`src/rtl/mc_pkg.sv`:
```
// mc_pkg: shared state, opcode, ALU and select encodings for the multicycle RV32I controller.
package mc_pkg;
    typedef enum logic [3:0] {
        S_FETCH, S_DECODE, S_MEMADR, S_MEMREAD, S_MEMWB, S_MEMWRITE,
        S_EXECUTER, S_EXECUTEI, S_ALUWB, S_BRANCH, S_JAL, S_TRAP
    } state_t;
    localparam logic [1:0] ALUOP_ADD = 2'b00, ALUOP_SUB = 2'b01, ALUOP_FUNC = 2'b10;
    localparam logic [2:0] ALU_ADD = 3'b000, ALU_SUB = 3'b001, ALU_SLT = 3'b101, ALU_OR = 3'b011;
    localparam logic [2:0] ALU_AND = 3'b010, ALU_XOR = 3'b110, ALU_SRL = 3'b111;
    localparam logic [6:0] OP_LW = 7'b0000011, OP_SW = 7'b0100011, OP_RTYPE = 7'b0110011;
    localparam logic [6:0] OP_ITYPE = 7'b0010011, OP_BRANCH = 7'b1100011, OP_JAL = 7'b1101111;
    localparam logic       ADR_PC = 1'b0, ADR_RESULT = 1'b1;
    localparam logic [1:0] RES_ALUOUT = 2'b00, RES_DATA = 2'b01, RES_ALURESULT = 2'b10;
    localparam logic [1:0] SRCA_PC = 2'b00, SRCA_OLDPC = 2'b01, SRCA_RD1 = 2'b10;
    localparam logic [1:0] SRCB_WD = 2'b00, SRCB_IMM = 2'b01, SRCB_FOUR = 2'b10;
    localparam logic [1:0] IMM_I = 2'b00, IMM_S = 2'b01, IMM_B = 2'b10, IMM_J = 2'b11;
endpackage

```
`src/rtl/mc_alu_decoder.sv`:
```
// mc_alu_decoder: maps ALUOp and instruction function fields to ALUControl, flagging unsupported functions.
module mc_alu_decoder
    import mc_pkg::*;
(
    input  logic [1:0] alu_op,
    input  logic [2:0] func3,
    input  logic       func7_5,
    input  logic       op5,
    output logic [2:0] alu_control,
    output logic       illegal
);
    logic [2:0] func_ctrl;
    always_comb begin
        func_ctrl = ALU_ADD;
        case (func3)
            3'b000:  func_ctrl = (op5 && func7_5) ? ALU_SUB : ALU_ADD;
            3'b010:  func_ctrl = ALU_SLT;
            3'b100:  func_ctrl = ALU_XOR;
            3'b101:  func_ctrl = ALU_SRL;
            3'b110:  func_ctrl = ALU_OR;
            3'b111:  func_ctrl = ALU_AND;
            default: func_ctrl = ALU_ADD;
        endcase
    end
    assign alu_control = (alu_op == ALUOP_FUNC) ? func_ctrl :
                         (alu_op == ALUOP_SUB)  ? ALU_SUB : ALU_ADD;
    assign illegal = (alu_op == ALUOP_FUNC) &&
                     (func3 == 3'b001 || func3 == 3'b011 || (func3 == 3'b101 && func7_5));
endmodule

```
`src/rtl/multicycle_controller.sv`:
```
// multicycle_controller: Moore-style FSM sequencing the shared RV32I datapath,
// with memory wait states, a sticky illegal-instruction trap and a retired-instruction counter.
module multicycle_controller
    import mc_pkg::*;
#(
    parameter int CNT_W = 32
) (
    input  logic             clk,
    input  logic             rst,
    input  logic [6:0]       opcode,
    input  logic [2:0]       func3,
    input  logic             func7_5,
    input  logic             zero,
    input  logic             mem_ready,
    output logic             PCWrite,
    output logic             AdrSrc,
    output logic             MemWrite,
    output logic             IRWrite,
    output logic             RegWrite,
    output logic [1:0]       ResultSrc,
    output logic [1:0]       ALUSrcA,
    output logic [1:0]       ALUSrcB,
    output logic [1:0]       ImmSrc,
    output logic [2:0]       ALUControl,
    output logic             trap,
    output logic [CNT_W-1:0] instret
);
    state_t     state, state_nxt, decode_nxt;
    logic [1:0] alu_op;
    logic       illegal, pc_w, mem_w, ir_w, reg_w, retire;
    mc_alu_decoder u_alu_dec (
        .alu_op(alu_op), .func3(func3), .func7_5(func7_5), .op5(opcode[5]),
        .alu_control(ALUControl), .illegal(illegal)
    );
    assign decode_nxt = (opcode == OP_LW || opcode == OP_SW)         ? S_MEMADR   :
                        (opcode == OP_RTYPE)                         ? S_EXECUTER :
                        (opcode == OP_ITYPE)                         ? S_EXECUTEI :
                        (opcode == OP_BRANCH && func3[2:1] == 2'b00) ? S_BRANCH   :
                        (opcode == OP_JAL)                           ? S_JAL      : S_TRAP;
    always_comb begin
        state_nxt = state;
        alu_op    = ALUOP_ADD;
        pc_w      = 1'b0;
        mem_w     = 1'b0;
        ir_w      = 1'b0;
        reg_w     = 1'b0;
        retire    = 1'b0;
        AdrSrc    = ADR_PC;
        ResultSrc = RES_ALUOUT;
        ALUSrcA   = SRCA_PC;
        ALUSrcB   = SRCB_WD;
        case (state)
            S_FETCH: begin
                ALUSrcB   = SRCB_FOUR;
                ResultSrc = RES_ALURESULT;
                ir_w      = mem_ready;
                pc_w      = mem_ready;
                state_nxt = mem_ready ? S_DECODE : S_FETCH;
            end
            S_DECODE: begin
                ALUSrcA   = SRCA_OLDPC;
                ALUSrcB   = SRCB_IMM;
                state_nxt = decode_nxt;
            end
            S_MEMADR: begin
                ALUSrcA   = SRCA_RD1;
                ALUSrcB   = SRCB_IMM;
                state_nxt = (opcode == OP_LW) ? S_MEMREAD : S_MEMWRITE;
            end
            S_MEMREAD: begin
                AdrSrc    = ADR_RESULT;
                state_nxt = mem_ready ? S_MEMWB : S_MEMREAD;
            end
            S_MEMWB: begin
                ResultSrc = RES_DATA;
                reg_w     = 1'b1;
                retire    = 1'b1;
                state_nxt = S_FETCH;
            end
            S_MEMWRITE: begin
                AdrSrc    = ADR_RESULT;
                mem_w     = 1'b1;
                retire    = mem_ready;
                state_nxt = mem_ready ? S_FETCH : S_MEMWRITE;
            end
            S_EXECUTER, S_EXECUTEI: begin
                ALUSrcA   = SRCA_RD1;
                ALUSrcB   = (state == S_EXECUTEI) ? SRCB_IMM : SRCB_WD;
                alu_op    = ALUOP_FUNC;
                state_nxt = illegal ? S_TRAP : S_ALUWB;
            end
            S_ALUWB: begin
                reg_w     = 1'b1;
                retire    = 1'b1;
                state_nxt = S_FETCH;
            end
            S_BRANCH: begin
                ALUSrcA   = SRCA_RD1;
                alu_op    = ALUOP_SUB;
                pc_w      = func3[0] ? ~zero : zero;
                retire    = 1'b1;
                state_nxt = S_FETCH;
            end
            S_JAL: begin
                ALUSrcA   = SRCA_OLDPC;
                ALUSrcB   = SRCB_FOUR;
                pc_w      = 1'b1;
                state_nxt = S_ALUWB;
            end
            default: state_nxt = S_TRAP;
        endcase
    end
    // FETCH strobes follow mem_ready, so they must be masked while reset is held
    assign PCWrite  = pc_w & rst;
    assign MemWrite = mem_w & rst;
    assign IRWrite  = ir_w & rst;
    assign RegWrite = reg_w & rst;
    assign trap     = (state == S_TRAP);
    assign ImmSrc   = (opcode == OP_SW)     ? IMM_S :
                      (opcode == OP_BRANCH) ? IMM_B :
                      (opcode == OP_JAL)    ? IMM_J : IMM_I;
    always_ff @(posedge clk or negedge rst) begin
        if (!rst) begin
            state   <= S_FETCH;
            instret <= '0;
        end else begin
            state <= state_nxt;
            if (retire) instret <= instret + CNT_W'(1);
        end
    end
endmodule

```
`config.mk`:
```
export PLATFORM = sky130hd
export DESIGN_NAME = multicycle_controller
export DESIGN_NICKNAME = d
export VERILOG_FILES = /design/src/rtl/mc_pkg.sv /design/src/rtl/mc_alu_decoder.sv /design/src/rtl/multicycle_controller.sv
export SDC_FILE = /design/constraint.sdc
export NUM_CORES = 1
export LEC_CHECK = 0
export CORE_MARGIN = 1
export CORE_UTILIZATION = 40
export DETAILED_ROUTE_END_ITERATION = 12
export GPL_TIMING_DRIVEN = 0
export PLACE_DENSITY = 0.7
export SETUP_SLACK_MARGIN = 0.3
export SLEW_MARGIN = 10
export SYNTH_ARGS = -nofsm -noshare
export SYNTH_HDL_FRONTEND = slang
export SYNTH_SLANG_ARGS = --single-unit
```
`constraint.sdc`:
```
create_clock -name clk -period 4.1 [get_ports clk]
set_input_delay 0.82 -clock clk [delete_from_list [all_inputs] [get_ports clk]]
set_output_delay 0.82 -clock clk [all_outputs]
set_load 0.02 [all_outputs]
```
======== Yosys cells after proc, flatten, opt, wreduce, memory -nomap -nowiden ========
Index checks and enable logic that the tools add are counted.
W data, S select, Z words.
word-level totals
  output and inout port bits .............. 49
  logic and storage cells ................. 82
  register bits after elaboration ......... 36
cells by class
  multiplexer cells ....................... 30
  $add $sub $neg .......................... 1
  reductions and logical operators ........ 18
  bitwise operators ....................... 5
  equality and inequality tests ........... 26
operator list
  operator                 count
  $add A32 B1 Y32 const B  1
  $pmux W4 S8              1
  $pmux W3 S6              1
  $eq A4 B3 Y1 const B     4
  $eq A4 B4 Y1 const B     4
  $eq A7 B6 Y1 const B     2
  $eq A7 B7 Y1 const B     2
  $eq A3 B3 Y1 const B     4
  $mux W3                  4
  $mux W4                  3
  $pmux W2 S2              3
  $reduce_or A2 Y1         6
  $mux W1                  10
  $mux W2                  5
  $eq A4 B2 Y1 const B     2
  $eq A7 B2 Y1 const B     1
  $eq A7 B5 Y1 const B     1
  $eq A3 B2 Y1 const B     2
  $pmux W2 S3              1
  $and A1 B1 Y1            4
  $eq A4 B1 Y1 const B     1
  $logic_and A1 B1 Y1      4
  $logic_not A4 Y1         1
  $reduce_or A4 Y1         1
  10 further kinds         12

======== Longest topological paths before layout ========
  depth after elaboration ................. 7
  mapped depth ............................ 6
  gate-level depth less buffers ........... 5

======== By module ========
From an unflattened synthesis, not the netlist that was laid out.
unflattened totals
  cell total of the unflattened synthesis .. 240
  area total of the unflattened synthesis .. 2268.4 µm²
modules (own cells, without submodules)
  module                 area each (µm²)  cells each  sequential area each (µm²)  instances
  multicycle_controller  2173.3           226         900.9                       1
  mc_alu_decoder         95.1             14          0.0                         1

======== Worst setup path after synthesis ========
OpenSTA, ideal clock, no wires.
  path type ............................... reg2out
  start ................................... reg state[1]
  end ..................................... out ALUSrcB[1]
  arrival time ............................ 1.620 ns
  cell stages (with the launch flop) ...... 5
  data required time ...................... 3.280 ns
  path slack .............................. 1.660 ns
  path through ............................ dfrtp_1 clkbuf_1 buf_1 xor2_1 nor3_1
on the way
  word-level cells in the longest chain between the ends .. 3
  elaborated cells between the ends (all ways) .. 10
RTL lines
  element                                     line                          source
  from (decl)                                 multicycle_controller.sv:28   state_t state, state_nxt, decode_nxt;
  from (signal assigned)                      multicycle_controller.sv:127  state <= state_nxt;
  $eq A4 B4 Y1 (tied with other cells)        multicycle_controller.sv:52   case (state)
  $reduce_or A2 Y1, on equally long branches  n/a
  $pmux W2 S3 *                               multicycle_controller.sv:52
  to (decl)                                   multicycle_controller.sv:22   output logic [1:0] ALUSrcB,
Mark *: on every way between the ends. The rest lies on a longest branch, timed or not.

======== Final worst setup path ========
  start ................................... in opcode[2]
  end ..................................... out ImmSrc[0]
on the way
  word-level cells in the longest chain between the ends .. 4
  elaborated cells between the ends (all ways) .. 6
RTL lines
  element       line                          source
  from (decl)   multicycle_controller.sv:10   input logic [6:0] opcode,
  $eq A7 B7 Y1  multicycle_controller.sv:121  (opcode == OP_JAL) ? IMM_J : IMM_I;
  $mux W2       multicycle_controller.sv:121
  $mux W2       multicycle_controller.sv:120  (opcode == OP_BRANCH) ? IMM_B :
  $mux W2 *     multicycle_controller.sv:119  assign ImmSrc = (opcode == OP_SW) ? IMM_S :
  to (decl)     multicycle_controller.sv:23   output logic [1:0] ImmSrc,
Marked as above.

==> metrics.md <==
| Metric | Value |
|---|---|
| Result of the run | `finished, final reports clean` |
| Slew at the pin with the worst max-slew slack | `0.591 ns` |
| First-pass GRT wire length | `~8000 microns` |
| TritonCTS clock tree | `done` |
| Highest ir drop seen on vdd | `315 uV` |
| Fraction of layout cells with a size suffix above 1 | `6.44%` |
| Crit path DAT | `2.63 ns` |
| Grt ovf | `0` |
| Number of maximum-capacitance constraint violations | `0` |
| Min Clock Period, post-route | `3.45 ns` |
| Critical path's largest stage delay | `0.62 ns` |
| Synth cell types | `42` |
| Ordered cell list for the critical path | `clkdlybuf4s50_1 > or2_2 > nor3_1 > o2bb2ai_1 > clkdlybuf4s50_1` |
| Num rows | `26` |
| Remaining number of nets flagged by the antenna check after routing | `0` |
| Chip Height | `about 74 microns` |
| Largest delay share family, worst path | `buffers and inverters` |
| CTS buffer count | `5` |
| Area of the placeable core | `5070 sq um` |
| Final hold viol count | `0` |
| Clock latency of the later-clocked register in the worst-skew pair | `~0.28 ns` |
| DP Worst Slack | `0.670 ns` |
| Average routed wire per standard cell | `around 13 microns` |
| Post-synthesis to final-layout area growth | `38.6%` |
| Fraction of synthesized cell area taken by the top area cell type | `a little over two fifths` |
| Initial DRC Count | `83` |
| Slowest library cell on the worst path | `clkdlybuf4s50_1` |
| Total Nets Final | `311` |
| Starting Density | `41.4%` |
| H-tree depth | `2` |
| Synthesis Warnings | `0` |
| Max Root-Sink Buffers | `2` |
| Detailed-route DRC error count | `0` |
| Total Die Area | `5540 sq um` |
| Die width | `74.5 microns` |
| Achievable Freq | `290 MHz` |
| Number of pins with negative max-slew slack in the final report | `0` |
| Number of cell instances on the worst register-to-register path | `5` |
| Kind of end point of the critical path | `output pin` |
| Port Buf Inserts | `63` |
| CTS Root Buffer Type | `clkbuf_8` |
| Detailed Place HPWL | `around 3700 microns` |
| Worst hold path type | `input pin to asynchronous set/reset pin` |
| Global-route total usage across every layer | `18.6%` |
| Placer's final routability congestion estimate | `0.812` |
| Power per Cell Area | `490 nW/um^2` |
| Number of nets in the synthesized netlist | `240` |
| Sum of buffers and inverters on the critical path | `2` |
| Mapped Area | `2100 sq um` |
| Crit-path most repeated cell | `clkdlybuf4s50_1` |
| Antenna violations before repair | `0` |
| Post-CTS setup-driven buffer insertion count | `0` |
| Clock sink total | `36` |
| Worst setup margin | `0.651 ns` |
| Hold buffers post-CTS | `0` |
| Setup total negative slack | `0 ns` |
| Number of standard cells after synthesis | `224` |
| Filler Cells Inserted | `497` |
| Ratio of routed vias to standard cells | `5.18` |
| Relative slew slack | `60.3%` |
| Leading cell types in the layout, fill and taps excluded | `62 x clkdlybuf4s50_1, 36 x dfrtp_1, 26 x xnor2_1` |
| CP max FO | `3` |
| Largest area contributor in the netlist | `dfrtp_1` |
| Data required time of the critical path | `3.28 ns` |
| Count of state elements after synthesis | `36` |
| Worst-path clk slew | `0.06 ns` |
| Syn_area_per_cell | `between 9 and 10 sq um` |
| Total of endpoints with negative setup slack in the final report | `0` |
| CP Launch Type | `input pin` |
| Routed wire length | `4850 microns` |
| Area of the multi-input gates | `1150 sq um` |
| Worst reg2reg setup slack | `2.06 ns` |
| Detailed-route via count | `1,890` |
| Largest net degree at the start of global routing | `31` |
| Leakage Power | `1.18 nW` |
| Number of global-route vias before repair | `1,776` |
| Top post-synthesis cells by area | `dfrtp_1 43%, xnor2_1 11%, nand2_1 3.8%, xor2_1 3.8%, nand3_1 3.6%` |
| Worst reg2reg endpoint | `instret[31]` |
| Post-synthesis sequential area ratio | `42.9%` |
| Period Utilization, post-route | `84.1%` |
| Worst Clk Skew | `0.00446 ns` |
| Classification of the worst setup path | `input pin to output pin` |
| Count of cells resized by post-cts repair | `0` |
| Number of primary I/O pins | `64` |
| Storage element area | `901 sq um` |
| Most frequent standard cell in the layout excluding fill and tap cells | `clkdlybuf4s50_1` |
| Launching point of the worst reg2reg path | `instret[3]` |
| Detailed-router iteration count before antenna repair | `6` |
| RSZ-0062 raised after global routing | `no` |
| Inserted Diodes | `0` |
[report_power, final]
part | switching (W) | leakage (nW) | internal (W)
combinational | 0.000416 | 0.647 | 0.000313
clock | 0.000113 | 0.0410 | 0.000115
sequential | 0.0000655 | 0.488 | 0.000404
[synthesized netlist by cell type, drive strengths merged]
cell and count:
dfrtp 36, a22oi 1, or2 1, xnor2 26, nand3 15, a21oi 12, nor4 7, o21ai 6
o211ai 1, and4 5, nor2 13, nand2b 5, or3 3, nand4 8, o22ai 4, xor2 9
nor3 9, ha 1, clkbuf 3, a31oi 3, mux2 1, and3 7, nor2b 3, buf 3
nand2 21, nand3b 1, nor4b 3, nor3b 2, and2 3, or3b 1, o2bb2ai 1, inv 7
o21a 2, nand4b 1
[area by class of cell]
cell class              instances  area share [%]
plain buffers                   6           0.817
inverters                       7           0.903
flip-flops and latches         36            31.0
clock inverters                 1           0.172
multi-input cells             175            39.5
clock buffers                   6            2.49
well taps                      70            3.01
repair buffers                 64            22.2
[sequential cells by signal, summed over array words and instances (netlist names)]
name	cells
instret	32
state	4
[how the worst max path moves through the flow]
stage                         start         end  slack (ns)  cells past startpoint
after global routing      mem_ready     PCWrite        0.52                      6
after CTS                 opcode[2]   ImmSrc[0]        0.64                      5
after detailed placement  opcode[2]   ImmSrc[0]        0.67                      5
after floorplan            state[1]  ALUSrcB[1]        1.66                      4
final                     opcode[2]   ImmSrc[0]        0.65                      5
after global placement          rst    RegWrite       -0.31                      4
[per-stage QoR]
step	cell area [sq um]	hold slack (ns)	total power [W]	cells	utilization, %
after floorplan	2100	0.524	0.000923	224	-
after global placement	2820	0.463	0.00119	357	55.5
after detailed placement	2830	0.471	0.00120	358	55.8
after CTS	2910	0.402	0.00144	365	57.3
after global routing	2910	0.404	0.00153	365	57.3
final	2910	0.407	0.00143	365	57.3
[worst register-to-register path, stage by stage, from the launching register on]
cell,delay [ns]
dfrtp_1,0.46
nand4_2,0.20
nor4_4,0.47
nor4b_4,0.48
nand3_1,0.16
xnor2_1,0.15
[metal layers]
metal	part of all wire, %	track usage [%]	up-vias
met5	0	0	-
met4	0.93	5.87	0
met3	4.4	3.52	6
met2	48	31.3	58
met1	47	24.3	885
li1	-	-	941
[logic make-up (layout without fill, tap and decap cells)]
| logic type | count (synthesis) | in the layout | synth area share (%) |
|---|---|---|---|
| simple gates | 108 | 108 | 30.8 |
| buf+inv | 13 | 84 | 2.38 |
| mux | 1 | 1 | 0.536 |
| fa+ha+maj | 1 | 1 | 0.596 |
| compound gates | 30 | 30 | 8.22 |
| xor+xnor | 35 | 35 | 14.6 |
| flops | 36 | 36 | 42.9 |
(Power assumes the default switching activity.)
